--- config.mk ---
export PLATFORM = sky130hd
export DESIGN_NAME = agc_gain_control
export DESIGN_NICKNAME = d
export VERILOG_FILES = /design/src/rtl/agc_gain_control.sv
export SDC_FILE = /design/constraint.sdc
export NUM_CORES = 1
export LEC_CHECK = 0
export CAP_MARGIN = 20
export CORE_ASPECT_RATIO = 1.5
export CORE_MARGIN = 4
export CORE_UTILIZATION = 35
export DETAILED_ROUTE_END_ITERATION = 8
export SETUP_SLACK_MARGIN = 0.05
export SLEW_MARGIN = 30
export SYNTH_ARGS = -nofsm -noshare
export SYNTH_HDL_FRONTEND = slang
export SYNTH_SLANG_ARGS = --single-unit
--- constraint.sdc ---
create_clock -name clk -period 13.95 [get_ports clk]
set_input_delay 2.79 -clock clk [delete_from_list [all_inputs] [get_ports clk]]
set_output_delay 2.79 -clock clk [all_outputs]
set_load 0.05 [all_outputs]
--- src/rtl/agc_gain_control.sv ---
// AGC gain stage: saturating fixed-point multiplier on the sample stream
// with a step-and-hold FSM that walks the gain toward a target RMS.
module agc_gain_control #(
    parameter int WIDTH        = 16,
    parameter int GAIN_W       = 16,
    parameter int FRAC         = 12,
    parameter int GAIN_INIT    = 4096,
    parameter int GAIN_MIN     = 256,
    parameter int GAIN_MAX     = 65535,
    parameter int TARGET       = 8192,
    parameter int HYST         = 512,
    parameter int STEP_SHIFT   = 4,
    parameter int HOLD_SAMPLES = 512
) (
    input  logic                    clk,
    input  logic                    reset_n,
    input  logic signed [WIDTH-1:0] s_TDATA,
    input  logic                    s_TVALID,
    input  logic        [WIDTH-1:0] rms_TDATA,
    input  logic                    rms_TVALID,
    output logic signed [WIDTH-1:0] m_TDATA,
    output logic                    m_TVALID,
    output logic       [GAIN_W-1:0] gain,
    output logic                    clip
);

    typedef enum logic [1:0] {IDLE, COMPARE, UPDATE, HOLD} state_t;

    localparam int PW = WIDTH + GAIN_W + 1;
    localparam int HW = (HOLD_SAMPLES > 0) ? $clog2(HOLD_SAMPLES + 1) : 1;

    localparam logic [WIDTH:0]    HI_THR  = (WIDTH+1)'(TARGET + HYST);
    localparam logic [WIDTH:0]    LO_THR  = (WIDTH+1)'((TARGET > HYST) ? (TARGET - HYST) : 0);
    localparam logic [GAIN_W:0]   G_MIN_X = (GAIN_W+1)'(GAIN_MIN);
    localparam logic [GAIN_W:0]   G_MAX_X = (GAIN_W+1)'(GAIN_MAX);
    localparam logic [GAIN_W-1:0] G_MIN   = GAIN_W'(GAIN_MIN);
    localparam logic [GAIN_W-1:0] G_MAX   = GAIN_W'(GAIN_MAX);
    localparam logic [GAIN_W-1:0] G_INIT  = GAIN_W'(GAIN_INIT);
    localparam logic [HW-1:0]     HOLD_LD = HW'(HOLD_SAMPLES);

    state_t            state;
    logic [WIDTH-1:0]  rms_q;
    logic              is_high;
    logic              is_low;
    logic [HW-1:0]     hold_cnt;

    logic [GAIN_W-1:0] step_raw;
    logic [GAIN_W-1:0] step;
    logic [GAIN_W:0]   g_dn;
    logic [GAIN_W:0]   g_up;
    logic [GAIN_W-1:0] gain_dn;
    logic [GAIN_W-1:0] gain_up;

    assign step_raw = gain >> STEP_SHIFT;
    assign step     = (step_raw == '0) ? GAIN_W'(1) : step_raw;
    // one extra bit catches borrow on the way down and carry on the way up
    assign g_dn     = {1'b0, gain} - {1'b0, step};
    assign g_up     = {1'b0, gain} + {1'b0, step};
    assign gain_dn  = (g_dn[GAIN_W] || g_dn < G_MIN_X) ? G_MIN : g_dn[GAIN_W-1:0];
    assign gain_up  = (g_up > G_MAX_X) ? G_MAX : g_up[GAIN_W-1:0];

    always_ff @(posedge clk or negedge reset_n) begin
        if (!reset_n) begin
            state    <= IDLE;
            gain     <= G_INIT;
            rms_q    <= '0;
            is_high  <= 1'b0;
            is_low   <= 1'b0;
            hold_cnt <= '0;
        end else begin
            case (state)
                IDLE: begin
                    if (rms_TVALID) begin
                        rms_q <= rms_TDATA;
                        state <= COMPARE;
                    end
                end
                COMPARE: begin
                    is_high <= {1'b0, rms_q} > HI_THR;
                    is_low  <= {1'b0, rms_q} < LO_THR;
                    state   <= UPDATE;
                end
                UPDATE: begin
                    if (is_high)
                        gain <= gain_dn;
                    else if (is_low)
                        gain <= gain_up;
                    hold_cnt <= HOLD_LD;
                    state    <= HOLD;
                end
                HOLD: begin
                    if (hold_cnt == '0)
                        state <= IDLE;
                    else if (s_TVALID)
                        hold_cnt <= hold_cnt - HW'(1);
                end
                default: state <= IDLE;
            endcase
        end
    end

    logic signed [WIDTH-1:0]  s1_data;
    logic        [GAIN_W-1:0] s1_gain;
    logic                     s1_valid;
    logic signed [PW-1:0]     prod;
    logic signed [PW-1:0]     shifted;
    logic        [GAIN_W+1:0] top;
    logic                     ovf;
    logic signed [WIDTH-1:0]  sat_val;

    assign prod    = $signed({{(GAIN_W+1){s1_data[WIDTH-1]}}, s1_data})
                   * $signed({{(WIDTH+1){1'b0}}, s1_gain});
    assign shifted = prod >>> FRAC;
    // in range only when every bit above the output sign matches it
    assign top     = shifted[PW-1:WIDTH-1];
    assign ovf     = !((&top) || !(|top));
    assign sat_val = !ovf ? shifted[WIDTH-1:0]
                   : shifted[PW-1] ? {1'b1, {(WIDTH-1){1'b0}}}
                   : {1'b0, {(WIDTH-1){1'b1}}};

    always_ff @(posedge clk or negedge reset_n) begin
        if (!reset_n) begin
            s1_valid <= 1'b0;
            s1_data  <= '0;
            s1_gain  <= '0;
            m_TVALID <= 1'b0;
            m_TDATA  <= '0;
            clip     <= 1'b0;
        end else begin
            s1_valid <= s_TVALID;
            if (s_TVALID) begin
                s1_data <= s_TDATA;
                s1_gain <= gain;
            end
            m_TVALID <= s1_valid;
            if (s1_valid) begin
                m_TDATA <= sat_val;
                clip    <= ovf;
            end
        end
    end

endmodule

Word-level counts from Yosys, hierarchy flattened
Index checks and enable logic that the tools add are counted.
Widths: inputs -> output; s select.
{ "totals": {"wordCells": 55, "in_bits": 36, "out_inout_bits": 34, "reg_bits": 97} }
{ "op_classes": {"reduce_logical": 15, "magnitude_cmp": 4, "eq_ne": 7, "mux": 13, "add_sub_neg": 3, "mul": 1} }
{ "ops": {"columns": ["op", "n"], "rows": [
  ["$mux 16", 6],
  ["$mul 16x17->33", 1],
  ["$mux 10", 2],
  ["$pmux 10 s2", 1],
  ["$add 16x12->17", 1],
  ["$gt 17x16->1 const B", 1],
  ["$lt 17x9->1 const B", 1],
  ["$sub 16x12->17", 1],
  ["$gt 16x14->1 const B", 1],
  ["$logic_not 16->1", 1],
  ["$lt 16x13->1 const B", 1],
  ["$mux 12", 1],
  ["$logic_not 10->1", 1],
  ["$sub 10x1->10 const B", 1],
  ["$ne 2x2->1 const B", 4],
  ["$pmux 2 s4", 1],
  ["$reduce_and 2->1", 3],
  ["$reduce_and 6->1", 1],
  ["$reduce_or 6->1", 1],
  ["$eq 2x2->1 const B", 2],
  ["$mux 2", 2],
  ["$reduce_bool 2->1", 2],
  ["$reduce_and 3->1", 1],
  ["$eq 2x1->1 const B", 1],
  ["3 further kinds", 5]
]} }

Depth between registers and ports, before layout
Gate-level depths: netlist (run 1).
{ "logic_depth": {"ltp_word": 7, "depth_mapped": 27, "depth_no_buf": 23} }

Worst setup path before layout (run 1)
Ideal clock, no wire load.
{ "synth_timing": {"kind": "register to register", "start": "register s1_data[9]", "end": "register m_TDATA[10]", "setup_time_ns": 0.130, "arrival_time_ns": 6.592, "slack_ns": 7.228, "path_buffers": 3, "path_stages_with_launch": 27, "t_required_ns": 13.820, "synth_period_minus_slack_ns": 6.722, "path_cell_list": "dfrtp_1 > clkbuf_1 > clkbuf_1 > nand2_1 > fa_1 > inv_1 > fa_1 > inv_1 > fa_1 > inv_1 > fa_1 > fa_1 > inv_1 > fa_1 > inv_1 > ha_1 > and2_1 > and4_4 > a32oi_1 > o21ai_1 > o211a_1 > or3_4 > a2111oi_4 > nand4b_1 > nand3_2 > buf_6 > o22ai_1"} }
{ "synth_between": {"elab_chain_cells": 5, "elab_cells_between_ends": 7, "cone_classes": "mul: 1; mux: 2; reduce/logical: 4"} }
{ "synth_rtl": {"columns": ["element", "line_no", "rtl"], "rows": [
  ["from (decl)", "102", "logic signed [WIDTH-1:0] s1_data;"],
  ["from (signal assigned)", "132", "s1_data <= s_TDATA;"],
  ["$mul 16x17->33 (*)", "112", "* $signed({{(WIDTH+1){1'b0}}, s1_gain});"],
  ["$reduce_or 6->1", "116", "assign ovf = !((&top) || !(|top));"],
  ["$logic_not 1->1", "116", null],
  ["$logic_or 1x1->1", "116", null],
  ["$mux 16 (*)", "117", "assign sat_val = !ovf ? shifted[WIDTH-1:0]"],
  ["to (signal assigned)", "137", "m_TDATA <= sat_val;"],
  ["to (decl)", "21", "output logic signed [WIDTH-1:0] m_TDATA,"]
]} }
Every way passes the cells marked *; elsewhere a longest branch is shown, timed or not.
A chain may end at the register's enable or synchronous reset.

Final worst setup path (run 1)
{ "layout_timing": {"start": "register s1_gain[8]", "end": "register clip"} }
{ "layout_between": {"elab_chain_cells": 5, "elab_cells_between_ends": 6, "cone_classes": "mul: 1; reduce/logical: 5"} }
{ "layout_rtl": {"columns": ["element", "line_no", "rtl"], "rows": [
  ["from (decl)", "103", "logic [GAIN_W-1:0] s1_gain;"],
  ["from (signal assigned)", "133", "s1_gain <= gain;"],
  ["$mul 16x17->33 (*)", "112", null],
  ["$reduce_or 6->1", "116", null],
  ["$logic_not 1->1", "116", null],
  ["$logic_or 1x1->1 (*)", "116", null],
  ["$logic_not 1->1 (*)", "116", null],
  ["to (signal assigned)", "138", "clip <= ovf;"],
  ["to (decl)", "24", "output logic clip"]
]} }
Marked as above.

==> results of run 1 <==
[per-stage QoR]
| step | instance area, sq um | hold slack (ns) | cells |
|---|---|---|---|
| floorplan | 14200 | 0.425 | 1561 |
| global placement | 15300 | 0.491 | 2071 |
| detailed placement | 15300 | 0.496 | 2071 |
| CTS | 15600 | 0.513 | 2087 |
| global route | 15600 | 0.534 | 2087 |
| finish | 15600 | 0.508 | 2087 |
[routing by layer]
metal,GRT usage (%),vias to the layer above
met1,18.7,5486
li1,-,4985
met5,0,-
met2,31.9,235
met3,1.58,80
met4,9.15,0
[final timing paths]
| check | from | endpoint | slack (ns) |
|---|---|---|---|
| max reg2reg | s1_gain[8] | clip | 6.33 |
| min | rms_q[4] | rms_q[4] | 0.51 |
| max in group asynchronous | reset_n | s1_data[4] | 10.61 |
| min in group asynchronous | reset_n | s1_data[15] | 2.35 |
| min reg2reg | rms_q[4] | rms_q[4] | 0.51 |
| max | s1_gain[8] | clip | 6.33 |
[state kept, by name (all words and copies together) (netlist names)]
register	count
gain	16
clip	1
is_high	1
hold_cnt	10
s1_valid	1
s1_gain	16
m_TVALID	1
m_TDATA	16
s1_data	16
state	2
is_low	1
rms_q	16
[synthesized netlist by cell type (4+ instances only)]
| cell | number |
|---|---|
| a21o_1 | 9 |
| a21oi_1 | 67 |
| a31oi_1 | 10 |
| and2_1 | 116 |
| and3_1 | 8 |
| clkbuf_1 | 64 |
| dfrtp_1 | 96 |
| fa_1 | 195 |
| ha_1 | 149 |
| inv_1 | 280 |
| mux2_2 | 49 |
| nand2_1 | 162 |
| nand2b_1 | 17 |
| nand3_1 | 16 |
| nand4_1 | 9 |
| nor2_1 | 82 |
| nor2b_1 | 6 |
| nor3_1 | 16 |
| nor4_1 | 6 |
| o211ai_1 | 4 |
| o21a_1 | 4 |
| o21ai_0 | 43 |
| o21ai_1 | 4 |
| o21bai_1 | 6 |
| o22ai_1 | 18 |
| o41ai_1 | 5 |
| or3_1 | 4 |
| xnor2_1 | 36 |
| xor2_1 | 16 |
[critical path, stage by stage, from the launching register on]
cell and delay, ns:
dfrtp_1 0.79, nand2_1 0.17, fa_1 0.59, fa_1 0.45, fa_1 0.50, fa_1 0.50, inv_1 0.05, fa_1 0.54
inv_1 0.06, fa_1 0.62, inv_1 0.07, ha_1 0.35, and3_1 0.22, and4_4 0.20, a21oi_1 0.19, nand2_1 0.17
a311oi_1 0.72, a21oi_1 0.17, a31oi_1 0.22, nor4b_2 0.09, a2bb2oi_2 0.58, mux2_2 0.28
[area by class of cell]
cell class | count | share of cell area (%)
multi-input combinational | 1112 | 67.0
sequential | 97 | 15.6
inverter | 281 | 6.77
timing repair buffer | 75 | 4.70
tap | 506 | 4.07
clock buffer | 9 | 1.45
clock inverter | 7 | 0.466
[cells by family after synthesis]
| group | count (synthesis) | share of synthesized area [%] |
|---|---|---|
| muxes | 49 | 3.89 |
| xor gates and xnor gates | 52 | 3.21 |
| adders and majority gates | 344 | 40.6 |
| buffers and inverters | 352 | 9.42 |
| and+or+nand+nor | 464 | 16.3 |
| DFF | 97 | 17.1 |
| AOI/OAI and AO/OA | 203 | 9.43 |
==> results.toml, run 1 <==
[worst_setup_path]
critical_path.max_fanout = 17
crit_path_start_kind = "flop"
crit_arrival_ns = 7.93
rr_worst_depth = 21
path_class = "flop to flop"
critPathRequiredTime_ns = 14.26
critPathCaptureType = "flop"

[cells_and_area]
syn_to_final_growth_pct = 9.73
finalCoreUtilization_pct = 38.7
antenna_cells = 0
final_common_cell = "inv_1"
register_area_sq_um = 2430
drive_above_1_share_pct = 5.82
fin_nets = 1956
mostFrequentLayoutCells = "inv_1 (280), fa_1 (195), nand2_1 (162), ha_1 (149), and2_1 (116)"
nFillCells = 3968
multiInputGateArea_sq_um = 10400

[clock_tree]
cts_tree = "built"
clock_latency_ns = 0.38
clkTransAtPathRegs_ns = 0.08
cts.sinks = 97
clock_path_buffers = 2
ctsHoldBuffers = 0
h-tree-depth = 3
cts_resized = 0
root_buffer = "clkbuf_16"
post_cts_buffers = 0
numCtsBuffers = 9

[place]
hpwl_um = 28900
place_congestion = 0.905
io_buffers = 69
place_ws_ns = 6.40

[synthesis]
ys_types = 72
yosys-top-cells-area = "fa_1 (28%), dfrtp_1 (17%), ha_1 (13%)"
synth_seq_cells = 97
synth-edff-count = 0
synth_area_sq_um = 14200
synthCells = 1561
synth_top_area_cell = "fa_1"
syn_area_per_cell_sq_um = 9.09
synth_top_area_share_pct = 27.5
yosysWarnings = 0
synthesis.nets = 1941
synth_seq_area_share_pct = 17.1
synthFlopType = "dfrtp_1"
ys_async_sr_fraction_pct = 100

[grt]
overflow = 0
grtUsageTotal_pct = 17.0
grt_max_degree = 74
first_global_vias = 11300
grt_pass1_wl_um = 58700
antenna_found_initial = 0

[die]
die_w_um = 172
start_util_pct = 35.3
placementRows = 90
die_height_um = 255
io_pins = 70
coreArea_sq_um = 40200
dieArea_sq_um = 43900

[sta]
fin_ws_ns = 6.33
worstMarginPinSlew_ns = 0.900
rsz0062_at_grt = "false"
finalCritPeriodShare_pct = 54.6
skew_ns = 0.0117
drv_slew = 0
slew_headroom_pct = 40.0
final-hold-violation-count = 0
fmax_mhz = 131
final.setup.tns_ns = 0
setup_viol = 0
min_period_ns = 7.62

[drt]
post_drt_wl_per_cell_um = 17.4
wl_met3_um = 942
drt-initial-drc-count = 518
wirelength_um = 36300
ant_nets = 0
highest_layer = "met4"
viasPerCell = 5.17
post-route-drc-count = 0
wl_met1_um = 12900
first_pass_iters = 5
wl_met2_um = 20600
vias = 10800

[hold_path]
whs_path_depth = 1
worstHoldPathType = "flop to flop"

[flow_run]
max-cap-violations = 0

[run_status]
outcome = "complete, no violations"
Power of run 1 is not shown: default switching activity piles up to over one toggle a cycle in this logic, so the estimate is an artifact.
==> run 2: changes to the inputs <==
==> constraint.sdc (replaced) <==
create_clock -name clk -period 7.9 [get_ports clk]
set_input_delay 1.58 -clock clk [delete_from_list [all_inputs] [get_ports clk]]
set_output_delay 1.58 -clock clk [all_outputs]
set_load 0.05 [all_outputs]
==> run 2 against run 1 <==
Wire length grew 1.1%. First-iteration DRC count grew 11%. Highest routed layer unchanged. Critical path type unchanged. Design area grew 0.51%. Clock skew grew 0.012 ns.
==> results.toml, run 2 (synthesis results as in run 1) <==
[run_status]
outcome = "complete, no violations"

[clock_tree]
clock_latency_ns = 0.37
cts_tree = "built"
numCtsBuffers = 9
clock_path_buffers = 2
cts.sinks = 97
cts_resized = 0
h-tree-depth = 3
root_buffer = "clkbuf_16"
post_cts_buffers = 0
ctsHoldBuffers = 0
clkTransAtPathRegs_ns = 0.08

[cells_and_area]
final_common_cell = "inv_1"
nFillCells = 3994
mostFrequentLayoutCells = "inv_1 (280), fa_1 (195), nand2_1 (162), ha_1 (149), and2_1 (116)"
fin_area_sq_um = 15700
multiInputGateArea_sq_um = 10400
register_area_sq_um = 2430
drive_above_1_share_pct = 6.53
fin_nets = 1968
antenna_cells = 0
syn_to_final_growth_pct = 10.3

[worst_setup_path]
rrSetupSlack_ns = 0.47
crit_arrival_ns = 7.66
critPathRequiredTime_ns = 8.13
critPathCaptureType = "flop"
r2r-start = "s1_data[7]"
worstSetupStartpoint = "s1_data[7]"
crit_path_start_kind = "flop"
rr_worst_depth = 21
r2r-end = "m_TDATA[7]"
path_class = "flop to flop"
critical_path.max_fanout = 17
critPathCapture = "m_TDATA[7]"

[drt]
first_pass_iters = 5
drt-initial-drc-count = 575
vias = 10800
viasPerCell = 5.14
post_drt_wl_per_cell_um = 17.5
post-route-drc-count = 0
ant_nets = 0
wirelength_um = 36700

[die]
die_w_um = 172
start_util_pct = 35.3
dieArea_sq_um = 43900
coreArea_sq_um = 40200
io_pins = 70
placementRows = 90
die_height_um = 255

[sta]
rsz0062_at_grt = "false"
fmax_mhz = 135
worstMarginPinSlew_ns = 0.903
finalCritPeriodShare_pct = 94.1
setup_viol = 0
final.setup.tns_ns = 0
min_period_ns = 7.43
final-hold-violation-count = 0
drv_slew = 0
slew_headroom_pct = 39.8
skew_ns = 0.0238

[hold_path]
worstHoldPathType = "flop to flop"
whs_path_depth = 1

[grt]
first_global_vias = 11400
overflow = 0
grtUsageTotal_pct = 17.1
grt_max_degree = 74
grt_pass1_wl_um = 59000
antenna_found_initial = 0

[place]
hpwl_um = 29600
place_congestion = 0.920
placed_cell_area_sq_um = 15400
io_buffers = 69

[flow_run]
max-cap-violations = 0
run 2: cell type report:
class / instances / area share [%]
inverter: 281 / 6.74
timing repair buffer: 87 / 5.25
tap: 506 / 4.04
clock inverter: 6 / 0.312
multi-input combinational: 1112 / 66.6
sequential: 97 / 15.5
clock buffer: 10 / 1.53
run 2: per-layer routing:
layer | track usage [%] | share of wire, %
met1 | 18.9 | 36
met2 | 32.5 | 56
met3 | 1.57 | 3.2
met4 | 8.11 | 4.8
met5 | 0 | 0
run 2: how the worst min path moves through the flow:
stage          startpoint   endpoint  slack [ns]
2_1_floorplan    s1_valid   m_TVALID        0.43
3_3_place_gp     rms_q[3]   rms_q[3]        0.49
3_5_place_dp    rms_q[15]  rms_q[15]        0.49
4_1_cts          rms_q[1]   rms_q[1]        0.51
5_1_grt          rms_q[3]   rms_q[3]        0.52
6_report        rms_q[15]  rms_q[15]        0.51
run 2: stage by stage:
| step | hold WS [ns] | util (%) | instances | worst slack [ns] |
|---|---|---|---|---|
| 6_report | 0.512 | 38.9 | 2099 | 0.468 |
| 5_1_grt | 0.525 | 38.9 | 2099 | 0.174 |
| 4_1_cts | 0.511 | 38.9 | 2099 | 0.463 |
| 3_5_place_dp | 0.495 | 38.2 | 2083 | 0.495 |
| 3_3_place_gp | 0.490 | 38.2 | 2083 | 0.607 |
| 2_1_floorplan | 0.425 | - | 1561 | 1.18 |
run 2: critical path, cell delays in order, from the launching register on:
cell and delay, ns:
dfrtp_1 0.87, nand2_1 0.20, fa_1 0.54, fa_1 0.51, inv_1 0.07, fa_1 0.53, fa_1 0.53, fa_1 0.56
inv_1 0.06, fa_1 0.53, inv_1 0.04, ha_1 0.39, a21oi_1 0.20, o21ai_0 0.17, inv_1 0.14, nor2_1 0.07
a311oi_1 0.63, a31oi_1 0.25, a2111oi_4 0.38, nand4b_1 0.17, nand3_2 0.28, o22ai_1 0.14
Power of run 2 is left out for the same reason.
==> run 3: changes to the inputs <==
--- a/config.mk
+++ b/config.mk
@@ -8,8 +8,9 @@
 export CAP_MARGIN = 20
 export CORE_ASPECT_RATIO = 1.5
 export CORE_MARGIN = 4
-export CORE_UTILIZATION = 35
+export CORE_UTILIZATION = 63
 export DETAILED_ROUTE_END_ITERATION = 8
+export PLACE_DENSITY = 0.83
 export SETUP_SLACK_MARGIN = 0.05
 export SLEW_MARGIN = 30
 export SYNTH_ARGS = -nofsm -noshare
==> run 3 against run 2 <==
Clock skew shrank 0.013 ns. Cell count shrank 11%. Design area down 1.8%. Worst setup slack better by 0.040 ns. First-iteration DRC count rose by 20%. Die area decreased by 43%. Critical path depth grew 1. Via count rose by 2.4%. Sequential cell count did not move. Critical endpoint is now m_TDATA[2].
==> results.toml, run 3 (synthesis results as in run 1) <==
[grt]
grt_max_degree = 71
grtUsageTotal_pct = 28.9
overflow = 0
first_global_vias = 11700
antenna_found_initial = 0
grt_pass1_wl_um = 56600

[cells_and_area]
syn_to_final_growth_pct = 8.28
mostFrequentLayoutCells = "inv_1 (280), fa_1 (195), nand2_1 (162), ha_1 (149), and2_1 (116)"
antenna_cells = 0
drive_above_1_share_pct = 6.23
fin_nets = 1963
final_common_cell = "inv_1"

[die]
die_w_um = 131
io_pins = 70
die_height_um = 192
start_util_pct = 63.6
placementRows = 67
dieArea_sq_um = 25000
coreArea_sq_um = 22300

[worst_setup_path]
slowest_stage = "a311oi_1"
crit_arrival_ns = 7.62
path_class = "flop to flop"
crit_path_start_kind = "flop"
worstPathCellList = "and2_1 -> fa_1 -> inv_1 -> fa_1 -> fa_1 -> fa_1 -> inv_1 -> fa_1 -> inv_1 -> fa_1 -> inv_1 -> ha_1 -> and3_1 -> and4_4 -> a21oi_1 -> nand2_1 -> a311oi_1 -> a31oi_1 -> a2111oi_4 -> nand4b_1 -> nand3_2 -> o22ai_1"
critPathMaxStageDelay_ns = 0.66
critical_path.max_fanout = 17
critPathRequiredTime_ns = 8.12
crit_top_cell = "fa_1"
critPathCaptureType = "flop"

[sta]
final-hold-violation-count = 0
rsz0062_at_grt = "false"
worstMarginPinSlew_ns = 0.925
drv_slew = 0
min_period_ns = 7.39
final.setup.tns_ns = 0
finalCritPeriodShare_pct = 93.6
slew_headroom_pct = 38.4
skew_ns = 0.0108
setup_viol = 0
fmax_mhz = 135

[clock_tree]
clock_latency_ns = 0.36
ctsHoldBuffers = 0
cts.sinks = 97
clock_path_buffers = 2
numCtsBuffers = 9
h-tree-depth = 3
cts_tree = "built"
clkTransAtPathRegs_ns = 0.07
root_buffer = "clkbuf_16"

[drt]
post_drt_wl_per_cell_um = 18.5
ant_nets = 0
wirelength_um = 34400
post-route-drc-count = 0
first_pass_iters = 6
vias = 11100
viasPerCell = 5.93
drt-initial-drc-count = 689

[place]
hpwl_um = 27400
io_buffers = 69
place_congestion = 0.979

[flow_run]
max-cap-violations = 0

[hold_path]
worstHoldPathType = "flop to flop"

[run_status]
outcome = "complete, no violations"
-- run 3: cell count changes in the layout (fill, tap and decap cells not counted) --
| cell | previous run | this run |
|---|---|---|
| clkbuf_8 | 1 | 2 |
| clkinv_2 | 1 | 0 |
| a2bb2oi_2 | 1 | 0 |
| buf_4 | 18 | 13 |
| bufinv_16 | 0 | 1 |
| a2bb2oi_4 | 0 | 1 |
| inv_6 | 2 | 1 |
| inv_8 | 1 | 0 |
| clkinv_4 | 0 | 1 |
-- run 3: repair_timing --
item                                    CTS  global route
setup buffers                             0             0
endpoints found under the setup margin    0             8
resized for setup                         0             1
-- run 3: worst max-delay path, delay by kind of cell, from the launching register on --
| family | cells | cell delay [ns] |
|---|---|---|
| buffers and inverters | 4 | 0.24 |
| flip-flops | 1 | 0.61 |
| AO/OA/AOI/OAI | 5 | 1.59 |
| AND/OR/NAND/NOR | 6 | 1.30 |
| adder cells (fa/ha/maj) | 7 | 3.53 |
-- run 3: area by class of cell --
class / count / area [sq um]
multi-input cells: 1112 / 10400
clock inverters: 5 / 62.6
well taps: 276 / 345
inverters: 281 / 1050
flip-flops and latches: 97 / 2430
clock buffers: 11 / 253
repair buffers: 82 / 785
fillers: 1721 / 6930
-- run 3: path summary, 6_finish.rpt --
| path | start | endpoint | slack [ns] | cells past startpoint |
|---|---|---|---|---|
| max | s1_gain[5] | m_TDATA[2] | 0.51 | 22 |
| min | rms_q[1] | rms_q[1] | 0.51 | 1 |
| max reg2reg | s1_gain[5] | m_TDATA[2] | 0.51 | 22 |
| min reg2reg | rms_q[1] | rms_q[1] | 0.51 | 1 |
| max in group asynchronous | reset_n | gain[2] | 5.80 | 2 |
| min in group asynchronous | reset_n | m_TDATA[15] | 1.14 | 1 |
-- run 3: through the flow --
step	setup slack, ns	cells	hold slack (ns)	utilization, %	instance area, sq um
after CTS	0.469	1864	0.512	68.8	15400
after detailed placement	0.510	1848	0.496	67.4	15000
after floorplan	1.18	1561	0.425	-	14200
after global routing	0.184	1864	0.531	68.9	15400
final	0.508	1864	0.508	68.9	15400
after global placement	0.596	1848	0.490	67.4	15000
-- run 3: routing by layer --
metal  up-vias  share of wire, %  global-route usage (%)
met3       127               4.2                    3.03
met2       386                54                    52.0
li1       5008                 -                       -
met5         -                 0                       0
met4         0               6.8                    17.1
met1      5530                35                    32.3
Power of run 3 is left out for the same reason.
